[config.mk]
export PLATFORM = sky130hd
export DESIGN_NAME = fifosc_reader
export DESIGN_NICKNAME = d
export VERILOG_FILES = /design/src/rtl/fifosc_reader.sv
export SDC_FILE = /design/constraint.sdc
export NUM_CORES = 1
export LEC_CHECK = 0
export CAP_MARGIN = 25
export CORE_MARGIN = 5
export CORE_UTILIZATION = 50
export CTS_CLUSTER_DIAMETER = 50
export DETAILED_ROUTE_END_ITERATION = 16
export MAX_ROUTING_LAYER = met4
export PLACE_DENSITY_LB_ADDON = 0.12
export SYNTH_ARGS = -nofsm -noshare
export SYNTH_HDL_FRONTEND = slang
export SYNTH_SLANG_ARGS = --single-unit
[constraint.sdc]
create_clock -name clk -period 2 [get_ports clk]
set_input_delay 0.2 -clock clk [delete_from_list [all_inputs] [get_ports clk]]
set_output_delay 0.2 -clock clk [all_outputs]
set_load 0.02 [all_outputs]
[src/rtl/fifosc_reader.sv]
// Read-side adapter for a 1-cycle-latency fifosc: issues removes, captures the
// returned words into a 3-entry skid buffer and presents them as a valid/ready stream.
module fifosc_reader #(
  parameter int DATA_WIDTH = 4
) (
  input  logic                  clk,
  input  logic                  flush,
  input  logic                  enable,
  input  logic                  fifo_empty,
  input  logic [DATA_WIDTH-1:0] fifo_dout,
  output logic                  fifo_remove,
  output logic                  m_valid,
  input  logic                  m_ready,
  output logic [DATA_WIDTH-1:0] m_data,
  output logic [15:0]           beat_count
);

  logic [DATA_WIDTH-1:0] buf_r [0:2];
  logic [1:0]            head_r;
  logic [1:0]            tail_r;
  logic [1:0]            occ_r;
  logic                  inflight_r;
  logic [15:0]           beat_count_r;

  logic [2:0]            pending_s;
  logic                  push_s;
  logic                  pop_s;
  logic [1:0]            occ_next_s;
  logic [DATA_WIDTH-1:0] head_data_s;

  // Pointer advance modulo 3.
  function automatic logic [1:0] ptr_inc(input logic [1:0] ptr);
    logic [1:0] nxt;
    case (ptr)
      2'd0:    nxt = 2'd1;
      2'd1:    nxt = 2'd2;
      default: nxt = 2'd0;
    endcase
    return nxt;
  endfunction

  // Remove strobe: counts the inflight word as occupied so it always has a slot to land in.
  always_comb begin
    pending_s   = {1'b0, occ_r} + {2'b00, inflight_r};
    fifo_remove = enable & ~flush & ~fifo_empty & (pending_s < 3'd3);
  end

  // Buffer push/pop decode and head-word mux.
  always_comb begin
    push_s = inflight_r;
    pop_s  = (occ_r != 2'd0) & m_ready;
    case ({push_s, pop_s})
      2'b10:   occ_next_s = occ_r + 2'd1;
      2'b01:   occ_next_s = occ_r - 2'd1;
      default: occ_next_s = occ_r;
    endcase
    case (head_r)
      2'd0:    head_data_s = buf_r[0];
      2'd1:    head_data_s = buf_r[1];
      2'd2:    head_data_s = buf_r[2];
      default: head_data_s = buf_r[0];
    endcase
  end

  // Skid buffer, pointers, inflight flag and beat counter; flush overrides everything.
  always_ff @(posedge clk) begin
    if (flush) begin
      for (int i = 0; i < 3; i++) begin
        buf_r[i] <= '0;
      end
      head_r       <= 2'd0;
      tail_r       <= 2'd0;
      occ_r        <= 2'd0;
      inflight_r   <= 1'b0;
      beat_count_r <= 16'd0;
    end else begin
      for (int i = 0; i < 3; i++) begin
        if (push_s && (tail_r == 2'(i))) begin
          buf_r[i] <= fifo_dout;
        end
      end
      if (push_s) begin
        tail_r <= ptr_inc(tail_r);
      end
      if (pop_s) begin
        head_r       <= ptr_inc(head_r);
        beat_count_r <= beat_count_r + 16'd1;
      end
      occ_r      <= occ_next_s;
      inflight_r <= fifo_remove;
    end
  end

  assign m_valid    = (occ_r != 2'd0);
  assign m_data     = head_data_s;
  assign beat_count = beat_count_r;

endmodule

==> impl_metrics.py, run 1 <==
metrics = {
    "synth": {
        "synth_ff_type": "dfxtp_1",
        "syn_area_um2": 1580,
        "synth_edf_count": 12,
        "synthCells": 158,
        "synth_seq_cells": 35,
        "yosysUniqueCellTypes": 33,
        "avgSynthCellArea_um2": 10.0,
        "ys_seq_area_share_pct": 51.9,
        "syn_nets": 175,
        "synth-async-reset-ratio_pct": 0,
        "yosys_warnings": 0,
    },
    "worst_setup_path": {
        "worstPathRequired_ns": 1.80,
        "critical_path_peak_fanout": 2,
        "crit_arrival_ns": 1.73,
        "r2r_cells": 7,
        "reg2reg_from": "occ_r[0]",
        "path_class": "reg -> out",
        "critPathLaunchType": "register",
        "cp-end-kind": "output pin",
        "ff2ff_setup_slack_ns": 0.19,
        "reg2reg_to": "occ_r[1]",
    },
    "clocking": {
        "clk_latency_ns": 0.33,
        "numCtsBuffers": 5,
        "cts.sinks": 35,
        "htreeDepth": 2,
        "clockRootBuffer": "clkbuf_4",
        "clk_pin_slew_ns": 0.10,
        "cts_tree": "done",
        "hold_buffers": 0,
        "clockBufferDepth": 2,
    },
    "sta": {
        "skew_ns": 0.00835,
        "fin_tns_setup_ns": 0,
        "finalSetupViolations": 0,
        "final_hold_viol_count": 0,
        "finalCriticalPeriod_ns": 1.93,
        "tightest_slew_ns": 0.460,
        "max_freq_ghz": 0.518,
        "hold_slack_ns": 0.486,
        "slew-limit-headroom_pct": 69.1,
        "worst_slack_ns": 0.0680,
        "post-route-period-util_pct": 96.6,
        "slew_violations": 0,
        "rsz0062_at_grt": "no",
    },
    "flow_run": {
        "drv_cap": 0,
    },
    "global_route": {
        "antenna_found_initial": 0,
        "first_global_vias": 1287,
        "grt_max_degree": 27,
        "grtUsageTotal_pct": 16.7,
        "grt_overflow": 0,
        "grt_pass1_wl_um": 5460,
    },
    "place": {
        "gp_congestion": 0.750,
        "pre_cts_ws_ns": -0.271,
        "place_hpwl_um": 2360,
        "dp.cells": 235,
        "port-buffer-count": 30,
    },
    "cells_and_area": {
        "drive_gt1_share_pct": 17.0,
        "diodes": 0,
        "area_growth_pct": 30.3,
        "final_common_cell": "clkdlybuf4s50_1",
        "final_cell_mix": "clkdlybuf4s50_1, dfxtp_1, nor2_1, a21oi_1, nand2_1",
        "finalNetCount": 216,
        "final_cells": 244,
    },
    "die": {
        "die_area_um2": 4390,
        "std_cell_rows": 20,
        "start_util_pct": 51.8,
        "ios": 31,
        "die_h_um": 66.2,
        "die_w_um": 66.2,
        "fp.coreArea_um2": 3050,
    },
    "routing": {
        "wl_per_cell_um": 12.9,
        "route.vias.total": 1261,
        "postRouteAntennaNets": 0,
        "remaining_drc_errors": 0,
        "drt_iter0_markers": 53,
        "avgViaCountPerCell": 5.17,
        "first_pass_iters": 4,
        "wirelength_um": 3140,
    },
    "worst_hold_path": {
        "min_path_type": "reg -> reg",
        "hold_path_depth": 2,
        "hold_end": "head_r[1]",
        "worstHoldStart": "head_r[1]",
    },
    "pwr": {
        "p_per_area_nw_per_um2": 729,
        "power_leakage_nw": 0.738,
        "ir_worst_vdd_uv": 546,
    },
    "outcome": {
        "status": "complete, no violations",
    },
}
## sequential cells by signal (all words and copies together) (netlist names)
signal / cells
beat_count: 16
buf_r: 12
head_r: 2
inflight_r: 1
occ_r: 2
tail_r: 2
## worst max path at each step
stage	startpoint	end	depth (start not counted)
after floorplan	occ_r[0]	fifo_remove	4
after global placement	flush	fifo_remove	4
after detailed placement	occ_r[0]	fifo_remove	5
after CTS	occ_r[0]	fifo_remove	5
after global routing	occ_r[0]	fifo_remove	5
final	occ_r[0]	fifo_remove	5
## repair_timing
action	4_1_cts	5_1_grt
gates cloned	0	0
gates resized for setup	14	14
setup endpoints to repair	5	5
setup buffers	0	1
## layer usage
metal | wire length, um | vias to the layer above | global-route usage [%]
li1 | - | 642 | -
met5 | 0 | - | -
met3 | 129 | 6 | 4.42
met4 | 48 | 0 | 6.09
met1 | 1400 | 583 | 18.9
met2 | 1570 | 30 | 28.4
## power breakdown
group / switching (mW) / leakage [nW] / internal, mW
registers: 0.0250 / 0.311 / 0.766
logic: 0.158 / 0.389 / 0.133
clock network: 0.213 / 0.0386 / 0.207
total: 0.396 / 0.738 / 1.11
## final cells by class
class | count | area (um^2)
clock buffers | 8 | 68.8
fillers | 261 | 993
inverters | 5 | 18.8
multi-input cells | 113 | 742
flip-flops and latches | 35 | 823
well taps | 44 | 55.1
repair buffers | 39 | 352
## synth_stat cells, types with 5 or more instances
library cell  count  area (um^2)
xor2_1            5         43.8
edfxtp_1         12          360
o21ai_0           6         30.0
nand2_1          15         56.3
nor2_1           16         60.1
dfxtp_1          23          460
a21oi_1          17         85.1
ha_1              8          100
xnor2_1           7         61.3
## per-stage QoR
stage          utilization (%)  area, um^2  power [mW]
2_1_floorplan                -        1580       0.969
3_3_place_gp              64.3        1960        1.09
3_5_place_dp              64.3        1960        1.10
4_1_cts                   66.8        2040        1.51
5_1_grt                   67.5        2060        1.60
6_report                  67.5        2060        1.50
## logic make-up (layout without fill, tap and decap cells)
| logic type | Yosys count | in the layout | share of synthesized area, % |
|---|---|---|---|
| simple gates | 63 | 63 | 21.1 |
| xor+xnor | 12 | 12 | 6.65 |
| buf+inv | 10 | 52 | 3.32 |
| flops | 35 | 35 | 51.9 |
| fa+ha+maj | 8 | 8 | 6.33 |
| compound gates | 30 | 30 | 10.7 |
## worst max-delay path, stage by stage (launching register included)
cell     delay [ns]
dfxtp_2        0.35
ha_4           0.17
ha_4           0.15
or4b_4         0.48
a21oi_2        0.14
buf_6          0.13
(Power assumes the default switching activity.)
==> inputs of run 2 (changes only) <==
- ABC_AREA: unset -> 1
- CORE_UTILIZATION: 50 -> 51
==> run 2 against run 1 <==
- utilization is essentially flat
- synthesized area is 6.5% higher
- critical path depth shrank 1
- cell count up 18%
- global-route usage up 2.1 points
- critical endpoint unchanged
- worst setup slack gained 0.047 ns
- largest power group unchanged
- clock power down 14%
- register-to-register slack better by 0.30 ns
- sequential power about the same
==> impl_metrics.py, run 2 <==
metrics = {
    "worst_setup_path": {
        "path_buf_inv": 1,
        "critical_path_peak_fanout": 2,
        "ff2ff_setup_slack_ns": 0.49,
        "path_cells": "ha_1 -> ha_1 -> a2111oi_2 -> buf_2",
        "cp_slowest_cell": "dfxtp_1",
        "path_class": "reg -> out",
        "slowest_delay_ns": 0.33,
        "critPathLaunchType": "register",
        "path_common_cell": "ha_1",
        "worstPathRequired_ns": 1.80,
        "cp-end-kind": "output pin",
        "crit_arrival_ns": 1.68,
        "cp_top_family": "adder cells",
    },
    "die": {
        "start_util_pct": 54.2,
        "die_h_um": 67.4,
        "ios": 31,
        "die_w_um": 67.4,
        "std_cell_rows": 20,
        "die_area_um2": 4550,
        "fp.coreArea_um2": 3100,
    },
    "outcome": {
        "status": "complete, no violations",
    },
    "place": {
        "pre_cts_ws_ns": -0.0500,
        "place_hpwl_um": 2780,
        "port-buffer-count": 30,
        "dp.cells": 279,
        "gp_congestion": 0.807,
    },
    "pwr": {
        "swShare_pct": 30.2,
        "switchingPower_mw": 0.451,
        "power_leakage_nw": 0.802,
        "power_frac_seq_pct": 53.0,
        "power.internal_mw": 1.04,
        "power_frac_comb_pct": 22.8,
        "ir_worst_vdd_uv": 454,
        "p_clk_share_pct": 24.2,
        "p_per_area_nw_per_um2": 713,
    },
    "sta": {
        "worst_slack_ns": 0.115,
        "tightest_slew_ns": 0.702,
        "fin_tns_setup_ns": 0,
        "slew-limit-headroom_pct": 52.8,
        "final_hold_viol_count": 0,
        "post-route-period-util_pct": 94.2,
        "finalSetupViolations": 0,
        "skew_ns": 0.0144,
        "finalCriticalPeriod_ns": 1.88,
        "slew_violations": 0,
        "max_freq_ghz": 0.531,
    },
    "cells_and_area": {
        "finalNetCount": 259,
        "diodes": 0,
        "final_cells": 287,
        "area_growth_pct": 24.5,
        "drive_gt1_share_pct": 11.5,
        "post-route-util_pct": 67.5,
        "final_common_cell": "nand2_1",
        "final_cell_mix": "nand2_1, nor2_1, inv_1, clkdlybuf4s50_1, dfxtp_1",
        "largest_reg_flops": 16,
    },
    "routing": {
        "drt_iter0_markers": 105,
        "wirelength_um": 3580,
        "avgViaCountPerCell": 5.15,
        "wl_per_cell_um": 12.5,
        "route.vias.total": 1479,
        "first_pass_iters": 4,
        "remaining_drc_errors": 0,
        "postRouteAntennaNets": 0,
    },
    "global_route": {
        "grt_overflow": 0,
        "grtUsageTotal_pct": 18.9,
        "first_global_vias": 1451,
        "grt_pass1_wl_um": 6200,
        "grt_max_degree": 21,
        "antenna_found_initial": 0,
    },
    "synth": {
        "synth_top_family_by_area": "simple AND/OR/NAND/NOR gates",
        "synthCells": 203,
        "synthSimpleGateAreaFrac_pct": 27.3,
        "synth-async-reset-ratio_pct": 0,
        "synth.area.top_cells": "dfxtp_1, edfxtp_1, nand2_1, nor2_1, ha_1",
        "synth_area_leader_cell": "dfxtp_1",
        "synthMuxAreaShare_pct": 0,
        "synth_seq_cells": 35,
        "ys_seq_area_share_pct": 48.8,
        "synth_edf_count": 12,
        "avgSynthCellArea_um2": 8.29,
        "yosys_warnings": 0,
        "synthAdderAreaFrac_pct": 5.95,
        "netlist.area_leader.share_pct": 27.4,
        "synthTopCellsByCount": "nand2_1, nor2_1, inv_1",
        "synth.most_common_cell": "nand2_1",
        "yosysUniqueCellTypes": 29,
        "syn_area_um2": 1680,
        "synth_xor_area_share_pct": 1.04,
        "syn_nets": 220,
        "synth_compound_gate_area_share_pct": 10.6,
        "synth_ff_type": "dfxtp_1",
    },
    "clocking": {
        "htreeDepth": 2,
        "numCtsBuffers": 5,
        "clk_latency_ns": 0.34,
        "cts_tree": "done",
        "clockBufferDepth": 2,
        "clk_pin_slew_ns": 0.11,
        "hold_buffers": 0,
        "clockRootBuffer": "clkbuf_4",
        "cts.sinks": 35,
    },
    "flow_run": {
        "drv_cap": 0,
    },
    "worst_hold_path": {
        "min_path_type": "in -> reg",
    },
}
[run 2: final cells by class]
class	count	area, um^2
flip-flops and latches	35	821
inverters	25	93.8
well taps	44	55.1
fillers	302	1010
clock buffers	8	48.8
repair buffers	35	313
multi-input cells	140	763
[run 2: power by group through the flow]
stage | registers [mW] | logic (mW) | clock network (mW)
floorplan | 0.817 | 0.198 | 0
global placement | 0.803 | 0.352 | 0
detailed placement | 0.808 | 0.364 | 0
CTS | 0.791 | 0.348 | 0.371
global route | 0.796 | 0.376 | 0.403
finish | 0.791 | 0.341 | 0.362
[run 2: worst paths after layout]
kind | from | endpoint | cells past startpoint
worst min-delay path | enable | inflight_r | 3
worst max-delay path | occ_r[0] | fifo_remove | 4
worst max register to register | inflight_r | buf_r[0][9] | 3
worst min register to register | beat_count[4] | beat_count[4] | 1
[run 2: repair_timing]
action | in CTS | in global routing
pin swaps | 0 | 1
endpoints found under the setup margin | 5 | 5
setup buffers | 0 | 0
resized for setup | 11 | 12
[run 2: logic make-up (layout without fill, tap and decap cells)]
kind of cell / after synthesis / in the layout
fa+ha+maj: 8 / 8
buf+inv: 28 / 68
flops: 35 / 35
xor+xnor: 2 / 2
simple gates: 100 / 100
compound gates: 30 / 30
[run 2: metal layers]
layer  vias up  GRT usage [%]  wire (um)
met2        31           31.4       1800
met5         -              -          0
li1        750              -          -
met1       693           21.9       1590
met3         5           3.99        138
met4         0           8.35         40
[run 2: worst min-delay path, stage by stage]
cell	delay, ns
clkdlybuf4s50_1	0.40
nand2_1	0.10
a2111oi_0	0.06
[run 2: through the flow]
stage	power (mW)	area (um^2)	hold slack (ns)
after detailed placement	1.17	2060	0.482
after global routing	1.57	2090	0.466
after floorplan	1.02	1680	0.269
after global placement	1.16	2060	0.451
after CTS	1.51	2110	0.426
final	1.49	2090	0.461
